## config.mk

```make
export PLATFORM = sky130hd
export DESIGN_NAME = ctrl_pipe
export DESIGN_NICKNAME = d
export VERILOG_FILES = /design/src/rtl/ctrl_pkg.sv /design/src/rtl/ctrl_decode.sv /design/src/rtl/ctrl_pipe.sv
export SDC_FILE = /design/constraint.sdc
export NUM_CORES = 1
export LEC_CHECK = 0
export CAP_MARGIN = 20
export CORE_MARGIN = 2
export CORE_UTILIZATION = 40
export CTS_CLUSTER_SIZE = 8
export DETAILED_ROUTE_END_ITERATION = 8
export DONT_BUFFER_PORTS = 1
export PLACE_DENSITY = 0.51
export REMOVE_ABC_BUFFERS = 1
export SKIP_CTS_REPAIR_TIMING = 1
export SYNTH_ARGS = -nofsm -noshare
export SYNTH_HDL_FRONTEND = slang
export SYNTH_HIERARCHICAL = 1
export SYNTH_SLANG_ARGS = --single-unit
```

## constraint.sdc

```tcl
create_clock -name clk -period 11.15 [get_ports clk]
set_clock_uncertainty 0.15 [all_clocks]
set_input_delay 3.345 -clock clk [delete_from_list [all_inputs] [get_ports clk]]
set_output_delay 3.345 -clock clk [all_outputs]
set_load 0.05 [all_outputs]
```

## src/rtl/ctrl_pkg.sv

```systemverilog
// Shared types and encodings for the ID-stage control pipeline.
// Optional feature macro: CTRL_LINK_EN (BL writes the link register).
package ctrl_pkg;

  localparam int unsigned CTRL_W = 16;

  localparam int unsigned B_S         = 15;
  localparam int unsigned B_OP_HI     = 14;
  localparam int unsigned B_OP_LO     = 11;
  localparam int unsigned B_SM_HI     = 10;
  localparam int unsigned B_SM_LO     = 9;
  localparam int unsigned B_MM_HI     = 8;
  localparam int unsigned B_MM_LO     = 7;
  localparam int unsigned B_LOAD      = 6;
  localparam int unsigned B_B         = 5;
  localparam int unsigned B_RF        = 4;
  localparam int unsigned B_RW        = 3;
  localparam int unsigned B_DATA      = 2;
  localparam int unsigned B_SHIFT_IMM = 1;
  localparam int unsigned B_VALID     = 0;

  localparam logic [CTRL_W-1:0] CTRL_BUBBLE = '0;

  localparam logic [1:0] SM_IMM    = 2'b00;
  localparam logic [1:0] SM_REG    = 2'b01;
  localparam logic [1:0] SM_LS_IMM = 2'b10;
  localparam logic [1:0] SM_LS_REG = 2'b11;
  localparam logic [1:0] MM_BYTE   = 2'b00;
  localparam logic [1:0] MM_WORD   = 2'b10;

  localparam logic [3:0] OP_ADD = 4'b0100;
  localparam logic [3:0] OP_SUB = 4'b0010;

  typedef struct packed {
    logic       s;
    logic [3:0] op;
    logic [1:0] sm;
    logic [1:0] mm;
    logic       load;
    logic       b;
    logic       rf;
    logic       rw;
    logic       data;
    logic       shift_imm;
    logic       valid;
  } ctrl_t;

  // Flatten a bundle onto the bus layout using the named bit positions.
  function automatic logic [CTRL_W-1:0] to_vec(input ctrl_t c);
    logic [CTRL_W-1:0] v;
    v                     = CTRL_BUBBLE;
    v[B_S]                = c.s;
    v[B_OP_HI:B_OP_LO]    = c.op;
    v[B_SM_HI:B_SM_LO]    = c.sm;
    v[B_MM_HI:B_MM_LO]    = c.mm;
    v[B_LOAD]             = c.load;
    v[B_B]                = c.b;
    v[B_RF]               = c.rf;
    v[B_RW]               = c.rw;
    v[B_DATA]             = c.data;
    v[B_SHIFT_IMM]        = c.shift_imm;
    v[B_VALID]            = c.valid;
    return v;
  endfunction

endpackage

```

## src/rtl/ctrl_decode.sv

```systemverilog
// Combinational ID-stage decoder: control bundle, destination and source-use flags.
// Optional feature macro: CTRL_LINK_EN (BL decodes as a link-register write).
module ctrl_decode
  import ctrl_pkg::*;
#(
  parameter int unsigned RF_AW = 4
) (
  input  logic [31:0]       ir,
  input  logic              cond_true,
  output logic [CTRL_W-1:0] ctrl,
  output logic [RF_AW-1:0]  rd,
  output logic [RF_AW-1:0]  rn,
  output logic [RF_AW-1:0]  rm,
  output logic              use_rn,
  output logic              use_rm,
  output logic              use_rd
);

  ctrl_t c;

  assign rn   = RF_AW'(ir[19:16]);
  assign rm   = RF_AW'(ir[3:0]);
  assign ctrl = to_vec(c);

  always_comb begin
    c      = ctrl_t'(CTRL_BUBBLE);
    rd     = '0;
    use_rn = 1'b0;
    use_rm = 1'b0;
    use_rd = 1'b0;
    if (ir != 32'd0 && cond_true) begin
      if (ir[27:26] == 2'b00 && (ir[25] || !ir[4])) begin
        c.op        = ir[24:21];
        c.s         = ir[20];
        c.sm        = ir[25] ? SM_IMM : SM_REG;
        c.shift_imm = ir[25] | (ir[11:4] != 8'd0);
        c.rf        = (ir[24:23] != 2'b10);
        c.valid     = 1'b1;
        rd          = RF_AW'(ir[15:12]);
        // MOV/MVN take no first operand
        use_rn      = (ir[24:21] != 4'b1101) && (ir[24:21] != 4'b1111);
        use_rm      = !ir[25];
      end else if (ir[27:26] == 2'b01 && ir[24] && !ir[21] && (!ir[25] || !ir[4])) begin
        c.op        = ir[23] ? OP_ADD : OP_SUB;
        c.sm        = ir[25] ? SM_LS_REG : SM_LS_IMM;
        c.mm        = ir[22] ? MM_BYTE : MM_WORD;
        c.load      = ir[20];
        c.rf        = ir[20];
        c.rw        = !ir[20];
        c.data      = 1'b1;
        c.shift_imm = !ir[25] | (ir[11:4] != 8'd0);
        c.valid     = 1'b1;
        rd          = RF_AW'(ir[15:12]);
        use_rn      = 1'b1;
        use_rm      = ir[25];
        use_rd      = !ir[20];
      end else if (ir[27:25] == 3'b101) begin
        c.b     = 1'b1;
        c.valid = 1'b1;
`ifdef CTRL_LINK_EN
        if (ir[24]) begin
          c.rf = 1'b1;
          c.op = OP_ADD;
          c.sm = SM_IMM;
          rd   = RF_AW'(4'd14);
        end
`endif
      end
    end
  end

endmodule

```

## src/rtl/ctrl_pipe.sv

```systemverilog
// ID-stage control pipeline: decode, load-use hazard stall, ID/EX..MEM/WB registers.
// Optional feature macro: CTRL_LINK_EN (handled inside ctrl_decode).
module ctrl_pipe
  import ctrl_pkg::*;
#(
  parameter int unsigned RF_AW      = 4,
  parameter bit          HAZARD_DET = 1'b1
) (
  input  logic              clk,
  input  logic              rst_n,
  input  logic [31:0]       ir,
  input  logic              cond_true,
  input  logic              stall_in,
  input  logic              flush,
  output logic              id_branch,
  output logic              hazard_stall,
  output logic [CTRL_W-1:0] ex_ctrl,
  output logic [RF_AW-1:0]  ex_rd,
  output logic [CTRL_W-1:0] mem_ctrl,
  output logic [RF_AW-1:0]  mem_rd,
  output logic [CTRL_W-1:0] wb_ctrl,
  output logic [RF_AW-1:0]  wb_rd
);

  logic [CTRL_W-1:0] dec_ctrl;
  logic [RF_AW-1:0]  dec_rd;
  logic [RF_AW-1:0]  dec_rn;
  logic [RF_AW-1:0]  dec_rm;
  logic              use_rn;
  logic              use_rm;
  logic              use_rd;
  logic              src_hit;
  logic              bubble;

  ctrl_decode #(.RF_AW(RF_AW)) u_decode (
    .ir        (ir),
    .cond_true (cond_true),
    .ctrl      (dec_ctrl),
    .rd        (dec_rd),
    .rn        (dec_rn),
    .rm        (dec_rm),
    .use_rn    (use_rn),
    .use_rm    (use_rm),
    .use_rd    (use_rd)
  );

  assign id_branch = dec_ctrl[B_B] & dec_ctrl[B_VALID];

  // A load in EX whose target feeds any operand of the ID instruction
  assign src_hit = (use_rn && dec_rn == ex_rd) ||
                   (use_rm && dec_rm == ex_rd) ||
                   (use_rd && dec_rd == ex_rd);

  assign hazard_stall = HAZARD_DET && ex_ctrl[B_VALID] && ex_ctrl[B_LOAD] &&
                        dec_ctrl[B_VALID] && src_hit;

  assign bubble = flush | stall_in | hazard_stall;

  // Only ID/EX can bubble; later stages always advance
  always_ff @(posedge clk or negedge rst_n) begin
    if (!rst_n) begin
      ex_ctrl  <= CTRL_BUBBLE;
      ex_rd    <= '0;
      mem_ctrl <= CTRL_BUBBLE;
      mem_rd   <= '0;
      wb_ctrl  <= CTRL_BUBBLE;
      wb_rd    <= '0;
    end else begin
      ex_ctrl  <= bubble ? CTRL_BUBBLE : dec_ctrl;
      ex_rd    <= bubble ? '0 : dec_rd;
      mem_ctrl <= ex_ctrl;
      mem_rd   <= ex_rd;
      wb_ctrl  <= mem_ctrl;
      wb_rd    <= mem_rd;
    end
  end

endmodule

```

# Yosys cells after proc, flatten, opt, wreduce, memory -nomap -nowiden
# Cells that the tools add are included.
dict set report word_totals {
  ff_bits 60
  out_inout_bits 62
  word_cells 72
}
dict set report op_classes {
  eq_ne 8
  mux 30
  n_bitwise 5
  reduce_logical 23
}
# cell n
set ops {}
lappend ops {{2-to-1 mux 16 bit} 2}
lappend ops {{nonzero test 32 bit} 1}
lappend ops {{2-to-1 mux 4 bit} 6}
lappend ops {{2-to-1 mux 1 bit} 16}
lappend ops {{equality test 4 bit} 3}
lappend ops {{logical AND 1 bit} 12}
lappend ops {{2-to-1 mux 9 bit} 1}
lappend ops {{inequality test 4 bit (second input constant)} 2}
lappend ops {{nonzero test 8 bit} 1}
lappend ops {{2-to-1 mux 2 bit} 3}
lappend ops {{2-to-1 mux 6 bit} 1}
lappend ops {{logical NOT 1 bit} 4}
lappend ops {{logical OR 1 bit} 4}
lappend ops {{bitwise OR 1 bit} 4}
lappend ops {{equality test 3 bit (second input constant)} 1}
lappend ops {{2-to-1 mux 3 bit} 1}
lappend ops {{equality test 2 x 1 -> 1 bit (second input constant)} 1}
lappend ops {{logical NOT 2 bit} 1}
lappend ops {{inequality test 2 bit (second input constant)} 1}
lappend ops {{AND 1 bit} 1}

# Depth between registers and ports, before layout
# Gate-level depths: netlist of run 1.
dict set report depth {
  ltp_word 13
  mapped_depth 9
  mapped_depth_nobuf 8
}

# By module
# Netlist of run 1, hierarchy kept.
# mod n_inst cells_each area_per_inst_um2 seq_area_each_um2
set by_module_without_submodules {}
lappend by_module_without_submodules {ctrl_pipe 1 133 2060.7 1501.4}
lappend by_module_without_submodules {ctrl_decode 1 63 419.2 0.0}

# Worst setup path before layout of run 1
# OpenSTA, ideal clock, no wires.
dict set report synth_path {
  path_kind {input to output}
  startpoint {in ir[1]}
  endpoint {out hazard_stall}
  arrival_ps 4981
  required_time_ps 7655
  slack_ps 2674
  cell_stages 8
  path_buffers 0
  path_cell_list {nor4_1 nand4_1 nor3_2 nor2_1 and3_1 nand2_1 nor2_2 or3_1}
}
dict set report synth_between {
  word_cells_on_any_way 16
}
# item line_no
set synth_rtl {}
lappend synth_rtl {{start: declaration} ctrl_pipe.sv:11} ;# input logic [31:0] ir,
lappend synth_rtl {{nonzero test 32 bit} ctrl_decode.sv:31} ;# if (ir != 32'd0 && cond_true) begin
lappend synth_rtl {{logical AND 1 bit} ctrl_decode.sv:31}
lappend synth_rtl {{2-to-1 mux 16 bit} ctrl_decode.sv:31}
lappend synth_rtl {{named net dec_ctrl[0]} ctrl_pipe.sv:25} ;# logic [CTRL_W-1:0] dec_ctrl;
lappend synth_rtl {{logical AND 1 bit} ctrl_pipe.sv:54} ;# assign hazard_stall = HAZARD_DET && ex_ctrl[B_VALID] && ex_ctrl[B_LOAD] &&
lappend synth_rtl {{logical AND 1 bit} ctrl_pipe.sv:55} ;# dec_ctrl[B_VALID] && src_hit;
lappend synth_rtl {{end: declaration} ctrl_pipe.sv:16} ;# output logic hazard_stall,
# The timed path passes the listed nets, and every way through them passes these cells.

# Worst setup path in the final report of run 1
dict set report layout_path {
  startpoint {in ir[3]}
  endpoint {out hazard_stall}
}
# The elaborated chain is that of the path after synthesis.

==> metrics.md, run 1 <==
| Metric | Value |
|---|---|
| Hold worst-path end | wb_ctrl[0]$_DFF_PN0_ |
| Layout area overhead | 6.46% |
| Nets@finish | around 230 |
| CTS root buf | clkbuf_8 |
| Crit path launch type | input pin |
| DRT Pass-1 Iters | 4 |
| Sink Count | 60 |
| Pleak | between 1 and 1.5 nW |
| Vias in the first global route | approximately 1600 |
| Most common cell after layout, fill and taps aside | dfrtp_1 |
| Die Y | between 80 and 90 um |
| Worst slew margin | 0.567 |
| R2R depth | 5 |
| R2R setup slack | a little over 9 ns |
| Most frequent cells in the layout | dfrtp_1, nand2_1, nor4_2 |
| 1st-iter DRT viols | 27 |
| Max clock buf depth | 2 |
| Final instance area | 2640 sq um |
| Die ar. | approximately 6800 sq um |
| WHS | ~0.54 ns |
| CTS tree | done |
| # rows | 28 |
| Final HPWL DP | ~3700 um |
| Post-synthesis sequential area ratio | 0.605 |
| Crit-path max FO | 4 |
| Die extent in x | 82.7 um |
| CTS buffer count | 9 |
| Pwr Total | between 0.4 and 0.5 mW |
| Peak supply drop | between 0.06 and 0.07 mV |
| Hold Crit Class | flip-flop to flip-flop |
| DRC | 0 |
| Hold Fails Final Rpt | 0 |
| Mapped Cells | around 200 |
| Dpl ws | approximately 2.4 ns |
| Fmax | ~0.11 GHz |
| Reg-to-reg endpoint | ex_ctrl[4]$_DFF_PN0_ |
| Post-route ant nets | 0 |
| Initial Utilization | 0.416 |
| Setup violators final | 0 |
| Yosys cell types | 33 |
| Largest net degree at the start of global routing | around 60 |
| WL final | 4950 um |
| Setup TNS | 0 ns |
| Post-DR wirelength/cell | approximately 18 um |
| Max-Cap Viols | 0 |
| Max-slew violations | 0 |
| Post-DP Area | between 2000 and 2500 sq um |
| YS warnings | 6 |
| First-pass GRT wire length | 7800 um |
| Kind of critical path | input pin to output pin |
| RSZ-0062 raised after global routing | false |
| Vias per cell | 5.43 |
| Post-Syn Area | between 2000 and 2500 sq um |
| Worst-Skew Late Latency | 0.33 ns |
| PD cells | ~160 nW/um^2 |
| I/O pins | 99 |
| Routed vias | 1472 |
| Final WS setup | 2.45 ns |
| Status | finished clean |
| GP Congestion | approximately 0.89 |
| Period utilization | 0.780 |
| Hold Path Cell Cnt | 0 |
| Clock transition at path regs | ~0.06 ns |
| Core ar. | a little under 6000 sq um |
| Beginning of the worst hold path | mem_ctrl[0]$_DFF_PN0_ |
| Tmin final | ~8.7 ns |
| GRT Total Usage | 0.159 |
| Data required time of the worst path | approximately 7.7 ns |
| Initial antenna violation count | 0 |
| Grt ovf | 0 |
| Slew @ Worst Pin | between 0.6 and 0.7 ns |
| Htree depth | 3 |
| WP data arrival | 5.21 ns |
| # diodes | 0 |
| Reg-to-reg startpoint | ex_ctrl[6]$_DFF_PN0_ |
| Yosys reg bits | 60 |
| Port Buffers | 0 |
| Mapped Avg Cell Area | 12.7 sq um |
| Share of cells above drive strength 1 | 0.260 |
| CP Capture Type | output pin |
[synth_stat cells (all sizes together)]
cell,n,area (sq um)
and4b,1,11.3
nor2,13,51.3
conb,1,3.75
nor2b,1,6.26
or2,1,6.26
a22oi,1,7.51
o21ai,2,13.8
buf,18,145
and3,6,40.0
clkbuf,2,7.51
and2,5,31.3
inv,3,11.3
or3,1,6.26
a21boi,1,11.3
mux2i,1,10.0
nor3,3,20.0
xnor2,12,105
a2111oi,1,27.5
nor4,29,313
nand2,27,104
o21a,1,7.51
and4,1,8.76
dfrtp,60,1500
nand4,4,25.0
a21oi,1,5.00
[through the flow]
stage | cells | utilization
2_1_floorplan | 176 | -
3_3_place_gp | 254 | 0.411
3_5_place_dp | 255 | 0.412
4_1_cts | 271 | 0.443
5_1_grt | 271 | 0.443
6_report | 271 | 0.443
[area by class of cell]
type | count | area, sq um
fill | 569 | 3320
sequential | 60 | 1500
multi-input combinational | 113 | 820
clock buffer | 11 | 131
tap | 75 | 93.8
clock inverter | 5 | 52.6
timing repair buffer | 4 | 30.0
inverter | 3 | 11.3
[layer usage]
metal	up-vias	wire length, um	part of all wire	global-route usage
met5	-	0	0	0
met4	0	63	0.013	0.0820
met3	6	640	0.13	0.0793
met2	87	2360	0.48	0.241
li1	658	-	-	-
met1	721	1890	0.38	0.184
[cells by family (layout without fill, tap and decap cells)]
family	Yosys count	in the layout	share of synthesized area
and+or+nand+nor	92	92	0.251
DFF	60	60	0.605
buffers and inverters	23	23	0.0661
xor gates and xnor gates	12	12	0.0424
AOI/OAI and AO/OA	7	7	0.0293
other	1	1	0.00151
muxes	1	1	0.00404
[state kept, by name (all words and copies together) (netlist names)]
| signal | flops |
|---|---|
| ex_rd | 4 |
| mem_ctrl | 16 |
| wb_rd | 4 |
| wb_ctrl | 16 |
| ex_ctrl | 16 |
| mem_rd | 4 |
[report_power, final]
group / internal (mW) / switching (mW) / leakage (nW)
Clock: 0.102 / 0.0769 / 0.0931
Combinational: 0.00512 / 0.00578 / 0.258
Sequential: 0.220 / 0.00988 / 0.834
[critical path, stage by stage]
cell     delay, ns
nor4_1        0.31
nand4_1       0.15
nor3_2        0.32
nor2_1        0.13
and3_1        0.20
nand2_1       0.08
nor2_2        0.05
or3_1         0.61
[worst max path at each step]
stage / slack (ns) / end / start / cells past startpoint
2_1_floorplan: 1.61 / hazard_stall / ir[25] / 7
3_3_place_gp: 2.50 / hazard_stall / ir[22] / 8
3_5_place_dp: 2.45 / hazard_stall / ir[3] / 8
4_1_cts: 2.45 / hazard_stall / ir[3] / 8
5_1_grt: 2.26 / hazard_stall / ir[25] / 7
6_report: 2.45 / hazard_stall / ir[3] / 8
No activity file was read; power rests on OpenSTA's default activity.
==> run 2, diff against run 1 <==
Settings changed: ABC_AREA from default to 1.
Clock period 11.15 ns to 8.06 ns, I/O delays scaled along.
==> metrics.md, run 2 <==
| Metric | Value |
|---|---|
| FFs w/ async S/R, synth | 1.00 (unchanged) |
| DRT Pass-1 Iters | 4 (unchanged) |
| Nets@finish | 298 (+31%) |
| CP Capture Type | output pin |
| First-pass GRT wire length | 7090 um (-9.0%) |
| R2R setup slack | 5.95 ns (-3.25 ns) |
| Htree depth | 3 (unchanged) |
| Top flop regs | ex_ctrl (16), mem_ctrl (16), wb_ctrl (16) |
| Worst-Skew Late Latency | 0.33 ns (about the same) |
| DRC | 0 (unchanged) |
| Area of the multi-input gates | 634 sq um (-23%) |
| Slew @ Worst Pin | 0.688 ns (+0.0377 ns) |
| CTS root buf | clkbuf_8 |
| Setup TNS | 0 ns (unchanged) |
| Final HPWL DP | 3270 um (-12%) |
| Switching Fraction | 0.228 (+0.00737) |
| GRT Total Usage | 0.149 (-0.00917) |
| Post-Syn Area | 2410 sq um (-2.8%) |
| Clock power frac | 0.470 (+0.044) |
| WP data arrival | 4.24 ns (-0.97 ns) |
| Crit path launch type | input pin |
| Die ar. | 6660 sq um (-2.7%) |
| Die extent in x | 81.6 um (-1.3%) |
| Tmin final | approximately 6.8 ns |
| Synth area leaders | dfrtp_1, nor2_1, nand2_1 |
| Post-synth top area cell | dfrtp_1 |
| Status | finished clean |
| Main flop type after synthesis | dfrtp_1 |
| Kind of critical path | input pin to output pin |
| Clock transition at path regs | 0.07 ns (about the same) |
| Share of the synthesized area in the top cell type | 0.623 (+0.0173) |
| Port Buffers | 0 (unchanged) |
| Core ar. | 5890 sq um (-1.2%) |
| Grt ovf | 0 (unchanged) |
| Hold Fails Final Rpt | 0 (unchanged) |
| Pint | 0.493 mW (+51%) |
| Most common cell after layout, fill and taps aside | nor2_1 |
| Yosys reg bits | 60 (unchanged) |
| Initial antenna violation count | 0 (unchanged) |
| CTS tree | done |
| RSZ-0062 raised after global routing | false |
| Share of cells above drive strength 1 | 0.0827 (-0.177) |
| I/O pins | 99 (unchanged) |
| Hold Crit Class | flip-flop to flip-flop |
| Sequential cell fraction of total power | 0.498 (-0.050) |
| Most frequent cells in the layout | nor2_1, dfrtp_1, nand2_1 |
| Sink Count | 60 (unchanged) |
| Post-synthesis sequential area ratio | 0.623 (+0.0173) |
| EDFF count, synth | 0 (unchanged) |
| Register Area | 1500 sq um (unchanged) |
| Most frequent cell after synthesis | nor2_1 |
| Part of the power in combinational logic | 0.032 (+0.006) |
| Routed vias | 1559 (+5.9%) |
| YS warnings | 6 (unchanged) |
| Max-Cap Viols | 0 (unchanged) |
| Largest net degree at the start of global routing | 61 (unchanged) |
| Top cells by count, synth | nor2_1, dfrtp_1, nand2_1 |
| Peak supply drop | 0.0985 mV (+44%) |
| WL final | 4660 um (-5.9%) |
| Vias per cell | 4.57 (-16%) |
| Sw power | 0.146 mW (+57%) |
| Die Y | 81.6 um (-1.3%) |
| GP Congestion | 0.821 (-7.2%) |
| # diodes | 0 (unchanged) |
| Vias in the first global route | 1438 (-8.6%) |
| Crit-path max FO | 19 (+15) |
| Fmax | between 0.1 and 0.15 GHz |
| Initial Utilization | 0.410 (-0.00674) |
| Post-route ant nets | 0 (unchanged) |
| Mapped Cells | 266 (+36%) |
| Max-slew violations | 0 (unchanged) |
| Data required time of the worst path | 5.49 ns (-2.17 ns) |
| # rows | 28 (unchanged) |
| CTS buffer count | 9 (unchanged) |
| Layout Utilization | 0.442 (-0.00131) |
| Period utilization | 0.845 |
| Post-DR wirelength/cell | 13.7 um (-25%) |
| Pleak | 1.27 nW (+7.5%) |
| Max clock buf depth | 2 (unchanged) |
| Layout area overhead | 7.89% |
| Layout fillers | 569 (unchanged) |
| 1st-iter DRT viols | 47 (+74%) |
| Mapped Avg Cell Area | 9.06 sq um (-28%) |
| Setup violators final | 0 (unchanged) |
| PD cells | 245 nW/um^2 (+54%) |
| Yosys cell types | 18 (-45%) |
| Worst slew margin | 0.542 (-0.0251) |
[run 2: final cells by class]
class / instances / area share
well taps: 75 / 0.0361
flip-flops and latches: 60 / 0.577
inverters: 39 / 0.0563
multi-input cells: 151 / 0.244
clock buffers: 10 / 0.0529
clock inverters: 6 / 0.0337
[run 2: critical path, cell delays in order]
cell	delay (ns)
nor2_1	0.09
nand2_1	0.06
nor2_1	0.21
nand2_1	0.12
o21ai_4	0.39
nor2_1	0.14
nand2_1	0.09
nand2_1	0.05
nor2_1	0.08
nand3_1	0.08
nand3_1	0.10
nand2_1	0.08
inv_1	0.33
[run 2: path summary, 6_finish.rpt]
check                                       from  depth (start not counted)                    end
min in group asynchronous                  rst_n                          0  wb_ctrl[11]$_DFF_PN0_
max in group asynchronous                  rst_n                          0     wb_rd[0]$_DFF_PN0_
setup reg to reg              ex_rd[1]$_DFF_PN0_                          9     ex_rd[0]$_DFF_PN0_
hold / removal             mem_ctrl[1]$_DFF_PN0_                          0   wb_ctrl[1]$_DFF_PN0_
setup / recovery                           ir[5]                         13           hazard_stall
hold reg to reg            mem_ctrl[1]$_DFF_PN0_                          0   wb_ctrl[1]$_DFF_PN0_
[run 2: cells by family after synthesis]
| family | after synthesis | share of synthesized area |
|---|---|---|
| AO/OA/AOI/OAI | 12 | 0.0306 |
| other | 1 | 0.00156 |
| AND/OR/NAND/NOR | 135 | 0.220 |
| buffers and inverters | 55 | 0.114 |
| XOR/XNOR | 3 | 0.0109 |
| flip-flops | 60 | 0.623 |
[run 2: per-layer routing]
metal	global-route usage	vias up	wire length, um
li1	-	765	-
met1	0.180	712	1870
met2	0.216	76	2110
met3	0.0692	6	583
met4	0.0950	0	94
met5	0	-	0
[run 2: power groups by stage]
stage	sequential, mW	combinational [mW]	clock (mW)
CTS	0.318	0.0208	0.309
finish	0.318	0.0205	0.300
floorplan	0.324	0.0168	0
global placement	0.324	0.0206	0
global route	0.319	0.0238	0.324
detailed placement	0.324	0.0206	0
[run 2: through the flow]
stage | hold WS, ns | total power, mW | std cells | worst slack (ns) | cell area, sq um
2_1_floorplan | 0.522 | 0.340 | 250 | 1.53 | 2280
5_1_grt | 0.542 | 0.666 | 341 | 1.00 | 2600
4_1_cts | 0.538 | 0.648 | 341 | 1.22 | 2600
3_5_place_dp | 0.528 | 0.345 | 325 | 1.22 | 2380
6_report | 0.536 | 0.639 | 341 | 1.25 | 2600
3_3_place_gp | 0.528 | 0.345 | 325 | 1.21 | 2380
